File: src/rtl/ddr_write_pkg.sv
// Shared definitions for the DDR frame writer: FSM encoding and default
// buffer geometry.
package ddr_write_pkg;

  typedef enum logic [2:0] {
    IDLE      = 3'd0,
    WAIT_DATA = 3'd1,
    REQ       = 3'd2,
    WAIT_DONE = 3'd3,
    FRAME_END = 3'd4
  } state_t;

  localparam logic [31:0] DEF_BUF0_BASE  = 32'h7000_0000;
  localparam logic [31:0] DEF_BUF1_BASE  = 32'h7080_0000;
  localparam int          DEF_BURST_LEN  = 256;
  localparam int          DEF_BEAT_BYTES = 8;

  // Byte distance between consecutive burst start addresses.
  localparam int          BURST_BYTES    = DEF_BURST_LEN * DEF_BEAT_BYTES;

endpackage

File: src/rtl/ddr_write_edge_det.sv
// Rising-edge detector for the already-synchronized frame-start level.
// A level held high produces a single one-cycle pulse.
module ddr_write_edge_det (
  input  logic clk,
  input  logic rst_n,
  input  logic level,
  output logic pulse
);

  logic level_d;

  // Remember the previous level so a rise can be spotted.
  always_ff @(posedge clk or negedge rst_n) begin
    if (!rst_n) level_d <= 1'b0;
    else        level_d <= level;
  end

  assign pulse = level & ~level_d;

endmodule

File: src/rtl/ddr_write_frame_ctrl.sv
// Sequences one video frame into DDR as fixed-size write bursts over a
// ping-pong pair of buffers, handshaking each burst with the DDR write
// master and publishing the last completed buffer to the read side.
module ddr_write_frame_ctrl
  import ddr_write_pkg::*;
#(
  parameter int                    ADDR_WIDTH = 32,
  parameter logic [ADDR_WIDTH-1:0] BUF0_BASE  = ADDR_WIDTH'(DEF_BUF0_BASE),
  parameter logic [ADDR_WIDTH-1:0] BUF1_BASE  = ADDR_WIDTH'(DEF_BUF1_BASE),
  parameter int                    BURST_LEN  = DEF_BURST_LEN,
  parameter int                    BEAT_BYTES = DEF_BEAT_BYTES,
  parameter int                    H_BURSTS   = 4,
  parameter int                    V_LINES    = 1080
) (
  input  logic                  sys_clk,
  input  logic                  rstn_i,
  input  logic                  frame_start_sync_i,
  input  logic                  burst_rdy_i,
  input  logic                  wr_ack_i,
  input  logic                  wr_done_i,
  output logic                  wr_req_o,
  output logic [ADDR_WIDTH-1:0] wr_addr_o,
  output logic [15:0]           wr_len_o,
  output logic                  wr_buf_sel_o,
  output logic                  rd_buf_sel_o,
  output logic                  frame_done_o,
  output logic                  frame_err_o,
  output logic                  busy_o
);

  localparam int HW = (H_BURSTS > 1) ? $clog2(H_BURSTS) : 1;
  localparam int VW = (V_LINES > 1) ? $clog2(V_LINES) : 1;
  localparam logic [HW-1:0] H_LAST = HW'(H_BURSTS - 1);
  localparam logic [VW-1:0] V_LAST = VW'(V_LINES - 1);
  localparam logic [ADDR_WIDTH-1:0] STEP = ADDR_WIDTH'(BURST_LEN * BEAT_BYTES);

  state_t                  state, state_next;
  logic [HW-1:0]           hcnt, hcnt_next;
  logic [VW-1:0]           vcnt, vcnt_next;
  logic [ADDR_WIDTH-1:0]   addr_next;
  logic                    req_next;
  logic                    wr_sel_next;
  logic                    rd_sel_next;
  logic                    restart_pend, pend_next;
  logic                    err_next;
  logic                    fs_pulse;

  ddr_write_edge_det u_edge_det (
    .clk   (sys_clk),
    .rst_n (rstn_i),
    .level (frame_start_sync_i),
    .pulse (fs_pulse)
  );

  function automatic logic [ADDR_WIDTH-1:0] base_of(input logic sel);
    return sel ? BUF1_BASE : BUF0_BASE;
  endfunction

  assign wr_len_o     = 16'(BURST_LEN);
  assign busy_o       = (state != IDLE);
  assign frame_done_o = (state == FRAME_END);

  // Register the FSM state together with the address, counters and flags.
  always_ff @(posedge sys_clk or negedge rstn_i) begin
    if (!rstn_i) begin
      state        <= IDLE;
      hcnt         <= '0;
      vcnt         <= '0;
      wr_addr_o    <= BUF0_BASE;
      wr_req_o     <= 1'b0;
      wr_buf_sel_o <= 1'b0;
      rd_buf_sel_o <= 1'b0;
      restart_pend <= 1'b0;
      frame_err_o  <= 1'b0;
    end else begin
      state        <= state_next;
      hcnt         <= hcnt_next;
      vcnt         <= vcnt_next;
      wr_addr_o    <= addr_next;
      wr_req_o     <= req_next;
      wr_buf_sel_o <= wr_sel_next;
      rd_buf_sel_o <= rd_sel_next;
      restart_pend <= pend_next;
      frame_err_o  <= err_next;
    end
  end

  // Next-state and datapath decisions; a mid-frame start is deferred until
  // no burst is in flight, then restarts the same buffer from its base.
  always_comb begin
    state_next  = state;
    hcnt_next   = hcnt;
    vcnt_next   = vcnt;
    addr_next   = wr_addr_o;
    req_next    = wr_req_o;
    wr_sel_next = wr_buf_sel_o;
    rd_sel_next = rd_buf_sel_o;
    err_next    = fs_pulse && (state != IDLE);
    pend_next   = restart_pend || (fs_pulse && (state != IDLE));

    case (state)
      IDLE: begin
        if (fs_pulse || restart_pend) begin
          state_next = WAIT_DATA;
          addr_next  = base_of(wr_buf_sel_o);
          hcnt_next  = '0;
          vcnt_next  = '0;
          pend_next  = 1'b0;
        end
      end
      WAIT_DATA: begin
        if (pend_next) begin
          addr_next = base_of(wr_buf_sel_o);
          hcnt_next = '0;
          vcnt_next = '0;
          pend_next = 1'b0;
        end
        if (burst_rdy_i) begin
          state_next = REQ;
          req_next   = 1'b1;
        end
      end
      REQ: begin
        if (wr_ack_i) begin
          state_next = WAIT_DONE;
          req_next   = 1'b0;
        end
      end
      WAIT_DONE: begin
        if (wr_done_i) begin
          if (pend_next) begin
            state_next = WAIT_DATA;
            addr_next  = base_of(wr_buf_sel_o);
            hcnt_next  = '0;
            vcnt_next  = '0;
            pend_next  = 1'b0;
          end else begin
            addr_next = wr_addr_o + STEP;
            if (hcnt == H_LAST) begin
              hcnt_next = '0;
              if (vcnt == V_LAST) begin
                state_next = FRAME_END;
              end else begin
                vcnt_next  = vcnt + 1'b1;
                state_next = WAIT_DATA;
              end
            end else begin
              hcnt_next  = hcnt + 1'b1;
              state_next = WAIT_DATA;
            end
          end
        end
      end
      FRAME_END: begin
        rd_sel_next = wr_buf_sel_o;
        wr_sel_next = ~wr_buf_sel_o;
        state_next  = IDLE;
      end
      default: begin
        state_next = IDLE;
      end
    endcase
  end

endmodule

File: config.mk
export PLATFORM = sky130hd
export DESIGN_NAME = ddr_write_frame_ctrl
export DESIGN_NICKNAME = d
export VERILOG_FILES = /design/src/rtl/ddr_write_pkg.sv /design/src/rtl/ddr_write_edge_det.sv /design/src/rtl/ddr_write_frame_ctrl.sv
export SDC_FILE = /design/constraint.sdc
export NUM_CORES = 1
export LEC_CHECK = 0
export CAP_MARGIN = 25
export CORE_MARGIN = 5
export CORE_UTILIZATION = 50
export CTS_CLUSTER_SIZE = 40
export DETAILED_ROUTE_END_ITERATION = 6
export PLACE_DENSITY_LB_ADDON = 0.1
export SLEW_MARGIN = 20
export SYNTH_ARGS = -nofsm -noshare
export SYNTH_HDL_FRONTEND = slang
export SYNTH_SLANG_ARGS = --single-unit
export TNS_END_PERCENT = 1
File: constraint.sdc
create_clock -name sys_clk -period 4.3 [get_ports sys_clk]
set_clock_uncertainty 0.2 [all_clocks]
set_input_delay 0.86 -clock sys_clk [delete_from_list [all_inputs] [get_ports sys_clk]]
set_output_delay 0.86 -clock sys_clk [all_outputs]
set_load 0.03 [all_outputs]
Word-level counts from Yosys, hierarchy flattened. Cells that the tools add are included.

Flip-flop bits (word level): 54. Bits of input ports: 6. Output and inout port bits: 54. Logic and storage cells: 73.

Add/sub/neg operators: 3. Equal/unequal tests: 13. Muxes and demuxes: 33. Bitwise logic cells: 3. Reduce and logical (&&, ||, !) cells: 11.

Operators with widths (count): two-way mux 32 bit (4); one-hot mux 32 bit (3 select lines) (1); two-way mux 11 bit (6); one-hot mux 11 bit (3 select lines) (1); adder 32 x 12 -> 32 bit (second input constant) (1); two-way mux 24 bit (1); two-way mux 3 bit (7); one-hot mux 3 bit (4 select lines) (1); adder 11 x 1 -> 11 bit (second input constant) (1); == test 11 bit (second input constant) (1); two-way mux 2 bit (5); inequality test 2 bit (second input constant) (5); AND reduction 4 bit (2); == test 3 x 2 -> 1 bit (second input constant) (2); inequality test 3 bit (second input constant) (2); one-hot mux 2 bit (3 select lines) (1); AND reduction 6 bit (1); nonzero test 3 bit (2); two-way mux 1 bit (4); == test 3 x 1 -> 1 bit (second input constant) (1); == test 3 bit (second input constant) (1); zero test 3 bit (1); one-hot mux 1 bit (3 select lines) (1); AND reduction 3 bit (1); 8 further kinds (10).

Logic depth before layout (Yosys ltp). Gate-level depths: netlist (run 1).

Depth after elaboration: 7. Gate-level depth with buffers: 7. Mapped depth without buffers: 5.

Cells and area by module. Synthesis (run 1) repeated with hierarchy kept, for this count alone.

Cell total of the unflattened synthesis: 281. Area total of the unflattened synthesis: 2628.8 µm².

Modules (own cells, without submodules): ddr_write_frame_ctrl (times used 1, cells an instance 279, area an instance 2590.0 µm², sequential area each 1054.8 µm²); ddr_write_edge_det (times used 1, cells an instance 2, area an instance 38.8 µm², sequential area each 25.0 µm²).

Least setup slack after synthesis (run 1). Ideal clock, no wire load.

Path kind: register to output. Start: register state[2]. End: output frame_done_o. Arrival: 1.529 ns. Setup slack: 1.711 ns. Cell stages (with the launch flop): 4. Path buffers: 1. Cell sequence: dfrtp_1 clkbuf_1 inv_1 nor3_1.

Longest elaborated chain between the ends: 1.

Ends and longest elaborated chain: start: declaration (line ddr_write_frame_ctrl.sv:37) `state_t state, state_next;`; start signal: assignment (line ddr_write_frame_ctrl.sv:76) `state <= state_next;`; == test 3 bit (line ddr_write_frame_ctrl.sv:61) `assign frame_done_o = (state == FRAME_END);`; end: declaration (line ddr_write_frame_ctrl.sv:26) `output logic frame_done_o,`.

Every way passes these cells.

Worst setup path after layout (run 1). Ends and elaborated chain as after synthesis.

==> results of run 1 <==
-- Yosys cell counts (9+ instances only) --
library cell / count
o21ai_0: 10
nor2_1: 9
mux2i_1: 10
nand3_1: 14
or3_1: 11
nand2_1: 24
a21oi_1: 22
buf_4: 29
inv_1: 9
dfrtp_1: 40
nand2b_1: 13
-- cells in the final DEF, fill, tap and decap left out, types with 4 or more instances in the layout --
cell type,instances
dfrtp_1,40
clkdlybuf4s50_1,31
conb_1,27
nand2_1,24
a21oi_1,22
nand3_1,14
nand2b_1,13
or3_1,11
mux2i_1,10
o21ai_0,10
inv_1,9
nor2_1,9
nor4_1,8
o31ai_1,8
or4_1,8
nand4_1,6
clkbuf_8,5
and2_1,4
and4_1,4
buf_4,4
-- worst paths after layout --
check / end / slack [ns] / cells past startpoint
worst min register to register: hcnt[1]$_DFFE_PN0P_ / 0.30 / 2
worst max-delay path: frame_done_o / 1.13 / 3
min in group asynchronous: wr_addr_o[18]$_DFFE_PN0P_ / 0.32 / 1
max in group asynchronous: wr_addr_o[28]$_DFFE_PN1P_ / 3.17 / 1
worst max register to register: wr_addr_o[23]$_DFFE_PN0P_ / 1.76 / 4
worst min-delay path: hcnt[1]$_DFFE_PN0P_ / 0.30 / 2
-- kinds of logic (layout without fill, tap and decap cells) --
| logic type | after synthesis | in the layout |
|---|---|---|
| xor gates and xnor gates | 1 | 1 |
| AOI/OAI and AO/OA | 64 | 64 |
| muxes | 12 | 12 |
| other | 2 | 27 |
| adders and majority gates | 3 | 3 |
| buffers and inverters | 51 | 52 |
| and+or+nand+nor | 115 | 115 |
| DFF | 43 | 43 |
-- registers in the layout (all words and copies together), names as in the netlist --
register and count:
frame_err_o 1, hcnt 2, rd_buf_sel_o 1, restart_pend 1, state 3, u_edge_det.level_d 1, vcnt 11, wr_addr_o 21
wr_buf_sel_o 1, wr_req_o 1
-- metal layers --
layer | track usage | vias to the layer above | routed length (um)
met2 | 0.297 | 67 | 2790
met3 | 0.0293 | 9 | 383
li1 | - | 1062 | -
met4 | 0.0637 | 0 | 89
met5 | 0 | - | 0
met1 | 0.253 | 1062 | 2590
-- where the power goes --
part | leakage, nW | internal (mW) | switching (mW)
clock network | 0.0581 | 0.173 | 0.146
logic | 0.579 | 0.139 | 0.293
registers | 0.577 | 0.441 | 0.0527
-- worst max-delay path: stages (launching register included) --
cell and delay (ns):
dfrtp_1 0.56, inv_1 0.13, nor3_1 0.37, clkdlybuf4s50_1 0.76
-- metrics by stage --
step / util / power, mW / area, sq um / worst slack, ns
after floorplan: - / 0.825 / 2720 / 1.71
after global placement: 0.563 / 0.926 / 2880 / 0.991
after detailed placement: 0.563 / 0.930 / 2880 / 0.927
after CTS: 0.585 / 1.25 / 2990 / 1.14
after global routing: 0.585 / 1.32 / 2990 / 1.02
final: 0.585 / 1.24 / 2990 / 1.13
-- cell type report --
cell class | count | area (sq um) | area share
clock buffer | 5 | 68.8 | 0.0230
clock inverter | 3 | 43.8 | 0.0146
inverter | 9 | 33.8 | 0.0113
multi-input combinational | 222 | 1340 | 0.447
sequential | 43 | 1080 | 0.361
tap | 70 | 87.6 | 0.0293
timing repair buffer | 35 | 340 | 0.114
==> results.yml, run 1 <==
timing:
  rsz0062_at_grt: "no"
  worst_pin_slew_ns: 0.906
  slew_viol_final: 0
  timing.fmax_mhz: 316
  max_slew_margin: 0.396
  finalWorstPathRequiredPeriod_ns: 3.17
  setup_viol: 0
  hold_viol_final: 0
  hold_slack_ns: 0.296
  finalSetupTns_ns: 0
  period_share: 0.737
global_route:
  grt_max_degree: 44
  overflow: 0
  grtUsageTotal: 0.185
  grt_pass1_wl_mm: 9.71
  grt_pass1_vias: 2046
  antenna_found_initial: 0
status:
  status: "completed"
finish:
  fill_cells: 485
  area_delta_synth_final_pct: 13.8
  fin_nets: 325
  drive_gt1_frac: 0.0631
  stdcell_count: 387
  diodes: 0
clock_tree:
  clkTransAtPathRegs_ns: 0.09
  clk_latency_ns: 0.30
  cts_made_buffers: 5
  ctsResizeCount: 0
  clk_path_buf_depth: 2
  cts_tree: "yes"
  cts-htree-levels: 2
  root_buffer: "clkbuf_8"
  postCtsHoldBufs: 0
  cts.sinks: 43
  post-cts-setup-buffers: 0
synthesis:
  ys_warn_count: 0
  synth-edff-count: 0
  synth_fa_ha_area_frac: 0.0143
  synth_top_family_by_area: "simple AND/OR/NAND/NOR gates"
  yosysTopAreaCell: "dfrtp_1"
  synth-seq-cells: 43
  yosys.area_share.simple: 0.246
  synth_mux_area_frac: 0.0466
  synth_top_cell_area_share: 0.381
  syn-instance-count: 291
  netlist_top_cells_area: "dfrtp_1 38%, buf_4 8.3%, a21oi_1 4.2%, mux2i_1 3.8%, nand2_1 3.4%"
  ys_seq_area_frac: 0.411
  synth_cell_types: 46
  ys.flop_type: "dfrtp_1"
  synth_compound_area_frac: 0.159
  synthXorXnorAreaFrac: 0.00333
  synth_area_sq_um: 2630
  avgSynthCellArea_sq_um: 9.03
  async_flop_share: 1.00
worst_setup_path:
  crit_path_start_kind: "register"
  rr_startpoint: "state[1]$_DFFE_PN0P_"
  worstPathRequired_ns: 3.24
  critPathKind: "register to primary output"
  crit_path_end_kind: "primary output"
  cp_max_fo: 13
  cp-startpoint: "state[2]$_DFFE_PN0P_"
  cp.arrival_ns: 2.11
placed_design:
  post-dp-hpwl_mm: 4.10
  place_congestion: 0.791
  dp_cells: 379
  portBuffers: 32
floorplanning:
  die_h_um: 82.5
  ios: 60
  dieArea_sq_um: 6810
  fp-row-count: 26
  die_width_um: 82.5
  core_sq_um: 5110
  floorplan.initialDensity: 0.515
drt:
  wire_per_inst_um: 15.1
  num_vias: 2200
  ant_nets: 0
  drtIter0Drc: 100
  wl_mm: 5.85
  viasPerCell: 5.68
  drt_pass1_iterations: 4
  route.detailed.drc: 0
power_and_ir_drop:
  peakVddDrop_v: 0.000247
  leakage_nw: 1.21
  pwr_density_cell_nw_per_um2: 416
min_path:
  min_from: "hcnt[1]$_DFFE_PN0P_"
  hp-class: "register to register"
flow_run:
  maxCapViolCount: 0
No activity file was read; power rests on OpenSTA's default activity.
==> run 2, diff against run 1 <==
--- a/config.mk
+++ b/config.mk
@@ -7,7 +7,7 @@
 export LEC_CHECK = 0
 export CAP_MARGIN = 25
 export CORE_MARGIN = 5
-export CORE_UTILIZATION = 50
+export CORE_UTILIZATION = 46
 export CTS_CLUSTER_SIZE = 40
 export DETAILED_ROUTE_END_ITERATION = 6
 export PLACE_DENSITY_LB_ADDON = 0.1
==> constraint.sdc (replaced) <==
create_clock -name sys_clk -period 2.7 [get_ports sys_clk]
set_clock_uncertainty 0.2 [all_clocks]
set_input_delay 0.54 -clock sys_clk [delete_from_list [all_inputs] [get_ports sys_clk]]
set_output_delay 0.54 -clock sys_clk [all_outputs]
set_load 0.03 [all_outputs]
==> results.yml, run 2 (synthesized netlist as in run 1, its figures left out) <==
status:
  status: "completed"
clock_tree:
  root_buffer: "clkbuf_8"
  clk_path_buf_depth: 2
  postCtsHoldBufs: 0
  cts_made_buffers: 5
  cts_tree: "yes"
  cts.sinks: 43
  cts-htree-levels: 2
  clk_latency_ns: 0.30
  clkTransAtPathRegs_ns: 0.09
worst_setup_path:
  cp_max_fo: 10
  cp.arrival_ns: 1.82
  crit_chain: "or3_1, clkdlybuf4s50_1"
  worstPathRequired_ns: 1.96
  crit_path_end_kind: "primary output"
  critPathSlowestCell: "clkdlybuf4s50_1"
  cp_slowest_stage_delay_ns: 0.61
  critPathBufInv: 1
  crit_path_start_kind: "register"
  critPathKind: "register to primary output"
  rr_startpoint: "state[1]$_DFFE_PN0P_"
  cp-startpoint: "state[0]$_DFFE_PN0P_"
  cp_top_family: "buffers and inverters"
drt:
  wl_mm: 6.09
  drt_pass1_iterations: 4
  route.detailed.drc: 0
  wire_per_inst_um: 15.0
  viasPerCell: 5.55
  num_vias: 2246
  ant_nets: 0
  drtIter0Drc: 104
power_and_ir_drop:
  leakage_nw: 1.32
  peakVddDrop_v: 0.000365
  total_power_mw: 2.10
  pwr_density_cell_nw_per_um2: 670
global_route:
  grt_pass1_wl_mm: 10.1
  overflow: 0
  grtUsageTotal: 0.170
  grt_pass1_vias: 2107
  antenna_found_initial: 0
  grt_max_degree: 28
timing:
  slew_viol_final: 0
  timing.fmax_mhz: 390
  hold_slack_ns: 0.0116
  worst_pin_slew_ns: 0.539
  setup_viol: 0
  max_slew_margin: 0.640
  period_share: 0.949
  finalWorstPathRequiredPeriod_ns: 2.56
  hold_viol_final: 0
  rsz0062_at_grt: "no"
  finalSetupTns_ns: 0
  fin_ws_ns: 0.137
finish:
  diodes: 0
  most-common-layout-cells: "40 x dfrtp_1, 30 x clkdlybuf4s50_1, 27 x conb_1"
  final_common_cell: "dfrtp_1"
  stdcell_count: 405
  final_area_sq_um: 3140
  fin_nets: 341
  largestRegisters: "wr_addr_o x21, vcnt x11, state x3"
  drive_gt1_frac: 0.108
  regMostFlops: "wr_addr_o"
  fill_cells: 530
  fin_util: 0.567
  area_delta_synth_final_pct: 19.6
  largest_register_ffs: 21
placed_design:
  place_congestion: 0.814
  portBuffers: 32
  placed_area_sq_um: 3020
  dp_cells: 397
  post-dp-hpwl_mm: 4.58
  post-place-ws_ns: 0.00589
floorplanning:
  floorplan.initialDensity: 0.474
  ios: 60
  dieArea_sq_um: 7330
  die_width_um: 85.6
  fp-row-count: 27
  core_sq_um: 5540
  die_h_um: 85.6
flow_run:
  maxCapViolCount: 0
min_path:
  hp-class: "input pin to asynchronous set/reset pin"
[run 2: changes by cell type in the layout (fill, tap and decap cells not counted), sizes merged]
cell | before | now
clkinv | 2 | 1
dlymetal6s2s | 0 | 1
buf | 4 | 20
clkdlybuf4s50 | 31 | 30
clkbuf | 5 | 6
[run 2: what timing repair did]
action	4_1_cts	5_1_grt
setup endpoints to repair	0	1
setup buffers	0	0
gates resized for setup	0	1
[run 2: report_power, final]
part | total, mW | internal [mW] | switching [mW]
sequential | 0.787 | 0.702 | 0.0847
combinational | 0.793 | 0.310 | 0.483
clock | 0.525 | 0.299 | 0.225
[run 2: routing by layer]
layer / track usage / vias to the layer above / routed length [um]
met4: 0.0518 / 0 / 44
met2: 0.278 / 53 / 3030
met1: 0.228 / 1084 / 2730
li1: - / 1105 / -
met3: 0.0355 / 4 / 285
met5: 0 / - / 0
[run 2: worst paths after layout]
kind | end | slack [ns] | cells after the start
max in group asynchronous | wr_addr_o[29]$_DFFE_PN1P_ | 1.71 | 2
worst min register to register | hcnt[1]$_DFFE_PN0P_ | 0.28 | 2
worst min-delay path | wr_addr_o[24]$_DFFE_PN0P_ | 0.01 | 1
worst max-delay path | busy_o | 0.14 | 2
min in group sys_clk | hcnt[1]$_DFFE_PN0P_ | 0.28 | 2
worst max register to register | wr_addr_o[23]$_DFFE_PN0P_ | 0.48 | 5
[run 2: cell type report]
type / count / area (sq um) / area share
flip-flops and latches: 43 / 1080 / 0.344
clock buffers: 6 / 82.6 / 0.0263
well taps: 72 / 90.1 / 0.0287
repair buffers: 51 / 485 / 0.154
multi-input cells: 222 / 1340 / 0.425
inverters: 9 / 33.8 / 0.0107
clock inverters: 2 / 35.0 / 0.0111
